===== config.mk =====
export PLATFORM = sky130hd
export DESIGN_NAME = irq_controller
export DESIGN_NICKNAME = d
export VERILOG_FILES = /design/src/rtl/irq_controller.sv
export SDC_FILE = /design/constraint.sdc
export NUM_CORES = 1
export LEC_CHECK = 0
export BUFFER_PORTS_ARGS = -buffer_cell sky130_fd_sc_hd__buf_2
export CORE_ASPECT_RATIO = 0.75
export CORE_MARGIN = 2
export CORE_UTILIZATION = 43
export CTS_BUF_LIST = sky130_fd_sc_hd__clkbuf_8 sky130_fd_sc_hd__clkbuf_16
export DETAILED_ROUTE_END_ITERATION = 10
export HOLD_SLACK_MARGIN = 0.05
export PLACE_DENSITY_LB_ADDON = 0.08
export SKIP_LAST_GASP = 1
export SLEW_MARGIN = 20
export SYNTH_ARGS = -nofsm -noshare
export SYNTH_HDL_FRONTEND = slang
export SYNTH_SLANG_ARGS = --single-unit

===== constraint.sdc =====
create_clock -name clk -period 1.1 [get_ports clk]
set_input_delay 0.11 -clock clk [delete_from_list [all_inputs] [get_ports clk]]
set_output_delay 0.11 -clock clk [all_outputs]
set_load 0.005 [all_outputs]

===== src/rtl/irq_controller.sv =====
// irq_controller
//   Synchronises the external interrupt lines and latches their rising edges
//   as pending requests. Arbitrates them by fixed priority, where the highest
//   index wins and only sources above the current handler level may nest.
//   Offers one request at a time to the CPU using a req/ack handshake, and
//   tracks which handlers are in service until ERET.
// Ports
//   clk, rst     clock; asynchronous active-high reset
//   irq_type     raw asynchronous interrupt lines
//   int_en       global interrupt enable from the CPU status register
//   irq_ack      pulse: CPU took the request (EPC saved)
//   eret         pulse: CPU returned from a handler
//   irq_req      request to the CPU
//   irq_id       index of the requested source, frozen while irq_req=1
//   irq_vec      handler address for irq_id, frozen while irq_req=1
//   pending      latched requests that have not been acknowledged yet
//   in_service   acknowledged sources whose handler has not returned
module irq_controller #(
    parameter int          N_IRQ      = 3,
    parameter logic [31:0] VEC_BASE   = 32'h0000_0400,
    parameter logic [31:0] VEC_STRIDE = 32'h0000_0040
) (
    input  logic             clk,
    input  logic             rst,
    input  logic [N_IRQ-1:0] irq_type,
    input  logic             int_en,
    input  logic             irq_ack,
    input  logic             eret,
    output logic             irq_req,
    output logic [1:0]       irq_id,
    output logic [31:0]      irq_vec,
    output logic [N_IRQ-1:0] pending,
    output logic [N_IRQ-1:0] in_service
);

    typedef enum logic {IDLE, REQ} state_t;

    state_t           state, state_nx;
    logic [N_IRQ-1:0] s1, s2, s3, rise;
    logic             svc_any, cand_vld, grant, ack_fire;
    logic [1:0]       svc_top, cand_id;
    logic [N_IRQ-1:0] eret_clr, ack_set, pending_nx, in_service_nx;

    // s1 is the metastability-catching flop; edge detection starts at s2.
    assign rise    = s2 & ~s3;
    assign irq_req = (state == REQ);

    // Current handler level and the best source allowed to preempt it.
    always_comb begin
        svc_any  = 1'b0;
        svc_top  = '0;
        cand_vld = 1'b0;
        cand_id  = '0;
        for (int i = 0; i < N_IRQ; i++) begin
            if (in_service[i]) begin
                svc_any = 1'b1;
                svc_top = 2'(i);
            end
        end
        for (int i = 0; i < N_IRQ; i++) begin
            if (pending[i] && (!svc_any || 2'(i) > svc_top)) begin
                cand_vld = 1'b1;
                cand_id  = 2'(i);
            end
        end
    end

    // Handshake FSM. A REQ is never re-arbitrated; it ends through an ack, or
    // it is withdrawn when interrupts become disabled.
    always_comb begin
        state_nx = state;
        grant    = 1'b0;
        ack_fire = 1'b0;
        case (state)
            IDLE: begin
                if (int_en && cand_vld) begin
                    state_nx = REQ;
                    grant    = 1'b1;
                end
            end
            REQ: begin
                if (irq_ack) begin
                    ack_fire = 1'b1;
                    state_nx = IDLE;
                end else if (!int_en) begin
                    state_nx = IDLE;
                end
            end
            default: state_nx = IDLE;
        endcase
    end

    // ERET pops the old top level, and the ack then pushes irq_id. A new rising
    // edge is ORed in last, so it wins over the ack clear of the same source.
    always_comb begin
        eret_clr = '0;
        ack_set  = '0;
        for (int i = 0; i < N_IRQ; i++) begin
            if (eret && svc_any && svc_top == 2'(i)) eret_clr[i] = 1'b1;
            if (ack_fire && irq_id == 2'(i))         ack_set[i]  = 1'b1;
        end
        pending_nx    = (pending & ~ack_set) | rise;
        in_service_nx = (in_service & ~eret_clr) | ack_set;
    end

    always_ff @(posedge clk or posedge rst) begin
        if (rst) begin
            state      <= IDLE;
            s1         <= '0;
            s2         <= '0;
            s3         <= '0;
            pending    <= '0;
            in_service <= '0;
            irq_id     <= '0;
            irq_vec    <= '0;
        end else begin
            state      <= state_nx;
            s1         <= irq_type;
            s2         <= s1;
            s3         <= s2;
            pending    <= pending_nx;
            in_service <= in_service_nx;
            if (grant) begin
                irq_id  <= cand_id;
                irq_vec <= VEC_BASE + 32'(cand_id) * VEC_STRIDE;
            end
        end
    end

endmodule


Word-level counts from Yosys, hierarchy flattened
Cells that the tools add are included.
Widths: inputs -> output; s select.

word-level totals
  flip-flop bits (word level) = 50
  input bits = 8
  output and inout bits = 41
  logic and storage cells = 65

cells by class
  $add $sub $neg = 1
  order comparisons = 3
  eq/ne operators = 4
  mux-type cells = 23
  bitwise logic cells = 9
  reduce and logical (&&, ||, !) cells = 17

operator list
  operator               count
  $mux 1                 20
  $add 11x8->12 const A  1
  $logic_and 1x1->1      11
  $and 3x3->3            3
  $not 3->3              3
  $or 3x3->3             2
  $eq 2x1->1 const B     2
  $eq 2x2->1 const B     2
  $gt 1x2->1 const A     2
  $logic_not 2->1        2
  $mux 2                 2
  $logic_or 1x1->1       3
  $gt 2x2->1 const A     1
  $pmux 1 s2             1
  $logic_not 1->1        1
  $not 1->1              1

Longest topological paths before layout
  word-level depth = 12
  depth in mapped cells = 3

Worst setup path after synthesis
OpenSTA, ideal clock, no wires.

  path type = register to register
  start = register in_service[2]
  end = register irq_vec[7]
  setup time = 119 ps
  data arrival time = 899 ps
  slack = 82 ps
  cell stages (with the launch flop) = 4
  path buffers = 0
  cells stage by stage = dfrtp_1 > nor2_4 > o2111ai_4 > a21bo_1

on the way
  cells in the longest elaborated chain, start to end = 10

RTL lines
  element                                                                 RTL line  source
  start, declared                                                         33        output logic [N_IRQ-1:0] in_service
  start signal, assigned                                                  122       in_service <= in_service_nx;
  parallel branches: the longest is 10 deep, another holds $add 11x8->12  -
  end signal, assigned                                                    125       irq_vec <= VEC_BASE + 32'(cand_id) * VEC_STRIDE;
  end, declared                                                           31        output logic [31:0] irq_vec,

Several ways; the timed one is not identified.
A chain may end at the register's enable or synchronous reset.

Final worst setup path
Ends and elaborated chain as after synthesis.

==> flow_summary.toml <==
[status]
outcome = "finished clean"

[clock_network]
clkTransAtPathRegs_ns = 0.07
cts.sinks = 19
cts-root-buf = "clkbuf_8"
clockBufferDepth = 2
h-tree-depth = 1
clk_latency_ns = 0.25
cts_setup_buffers = 0
cts-buffers-inserted = 3
cts_tree = "yes"

[power_and_ir_drop]
ir_drop_mv = 1.16
p_per_area_nw_per_um2 = 2080
p_leak_nw = 0.552
p_switching_mw = 0.708
swShare = 0.327
p_int_mw = 1.46
clkPwrFrac = 0.223
p_comb_frac = 0.299
seq_power_share = 0.478

[sta]
finalHoldViolations = 0
clock.fmax_mhz = 954
setup_tns_ns = 0
finalClockSkew_ns = 0.00353
period_share = 0.953
setup_ws_ns = 0.0514
period_minus_slack_ns = 1.05
drv_slew = 0
whs_ns = 0.0705
setup_viol = 0
grt_setup_unrepaired = "yes"

[synth]
synth_edf_count = 0
synth_top_area_cell = "dfrtp_1"
yosysMostFrequentCell = "buf_4"
synth_cells = 83
syn_area_per_cell_um2 = 11.2
ys_seq_area_frac = 0.511
yosys-top-cells-count = "31 x buf_4, 19 x dfrtp_1, 7 x inv_1"
synthTopCellsByArea = "dfrtp_1 51%, buf_4 25%, nand3b_1 3.2%, inv_1 2.8%, o2111ai_4 2.8%"
yosysWarnings = 0
syn_area_um2 = 931
async_flop_share = 1.00
synth_top_flop_cell = "dfrtp_1"
ys_types = 17
synth_top_area_frac = 0.511
ys_seq_elements = 19

[drt]
vias_per_cell = 4.00
num_vias = 528
post-route-drc-count = 0
wl_um = 1430
drt_pass1_iterations = 4
detail_route.wl_per_cell_um = 10.8
postRouteAntennaNets = 0
initialDrtViolationCount = 6

[floorplanning]
core-area_um2 = 2030
pin_count = 49
start_util = 0.458
fp.dieH_um = 44.3
dieArea_um2 = 2560
num_rows = 14
dieWidth_um = 57.7

[global_routing]
grt_usage = 0.122
met1_usage = 0.163
use_met3 = 0.0673
grt_pass1_vias = 467
grtUsageMet2 = 0.175
antenna_found_initial = 0
grt_max_degree = 20
top_usage_layer = "met2"
grt_pass1_wl_um = 2240
grt_overflow = 0

[layout]
finalCoreUtilization = 0.512
fillers = 193
seqCellArea_um2 = 478
num_antenna_cells = 0
multi_input_area_um2 = 318
nets = 117
syn2layout_area_growth_pct = 11.8
drive_gt1_frac = 0.278

[worst_setup_path]
crit_chain = "nor2_4 -> o2111ai_4 -> a21bo_1"
critPathTopFamily = "flip-flops"
crit_fanout = 5
worst_setup_path_end_kind = "flop"
crit_path_start_kind = "flop"
cp.buffers_inverters = 0
worst_path_max_delay_cell = "dfrtp_2"
worstPathArrival_ns = 1.20
crit_type = "flop to flop"
cp_data_required_time_ns = 1.25
slowest_delay_ns = 0.45

[hold_path]
min_path_type = "input pin to flop"

[placed_design]
hpwlAfterDp_um = 1070
port_buffers = 19
pre_cts_ws_ns = 0.0141
place_congestion = 0.694

[flow_run]
max-cap-violations = 0
[layout make-up]
cell class / count / area share
multi-input combinational: 54 / 0.305
inverter: 7 / 0.0252
timing repair buffer: 24 / 0.137
clock buffer: 3 / 0.0397
clock inverter: 1 / 0.00481
tap: 24 / 0.0288
sequential: 19 / 0.459
[what timing repair did]
item                       CTS  global route
hold endpoints to repair    22             0
hold buffers                 4             0
resized for setup            0             3
setup endpoints to repair    0             2
[cell families after synthesis]
group	after synthesis	share of synthesized area
compound gates	9	0.0807
buf+inv	38	0.278
flops	19	0.511
mux	1	0.0108
other cells	1	0.00403
simple gates	15	0.116
[cells in the final DEF, fill, tap and decap left out]
master / synthesis / final
a21bo_1: 1 / 1
buf_2: 0 / 19
buf_4: 31 / 1
clkbuf_8: 0 / 3
clkinv_2: 0 / 1
conb_1: 1 / 29
dfrtp_1: 19 / 17
dfrtp_2: 0 / 2
dlygate4sd3_1: 0 / 4
inv_1: 7 / 7
mux2i_1: 1 / 1
nand2_1: 5 / 5
nand3_1: 1 / 1
nand3b_1: 4 / 4
nand4b_1: 2 / 2
nand4bb_4: 0 / 1
nor2_4: 1 / 1
nor2b_4: 1 / 1
o2111ai_4: 1 / 1
o21ai_0: 2 / 2
o21ai_1: 4 / 4
o2bb2ai_1: 1 / 1
[metal layers]
metal  wire length [um]  share of wire
met1                621           0.43
met2                654           0.46
met3                155           0.11
met4                  0              0
met5                  0              0
[registers in the layout (all words and copies together) (netlist names)]
signal      count
s3              3
in_service      3
pending         3
s1              3
irq_req         1
irq_vec         2
s2              3
irq_id          1
[path summary, 6_finish.rpt]
path,startpoint,endpoint,slack [ns],depth (start not counted)
worst max register to register,in_service[2],irq_vec[7],0.05,3
max in group asynchronous,rst,in_service[2],0.47,4
min in group asynchronous,rst,pending[0],0.41,4
worst min register to register,s1[1],s2[1],0.35,0
worst max-delay path,in_service[2],irq_vec[7],0.05,3
worst min-delay path,eret,in_service[2],0.07,2
[power groups by stage]
stage | sequential, mW | clock [mW] | combinational, mW
3_5_place_dp | 1.03 | 0 | 0.613
2_1_floorplan | 1.01 | 0 | 0.483
3_3_place_gp | 1.02 | 0 | 0.609
6_report | 1.03 | 0.482 | 0.647
5_1_grt | 1.06 | 0.536 | 0.724
4_1_cts | 1.01 | 0.501 | 0.627
[metrics by stage]
stage	cell area (um2)	instances	power (mW)
global placement	936	124	1.63
detailed placement	936	124	1.64
floorplan	1040	111	1.49
global route	1040	132	2.32
finish	1040	132	2.16
CTS	1020	132	2.14
(Power assumes the default switching activity.)
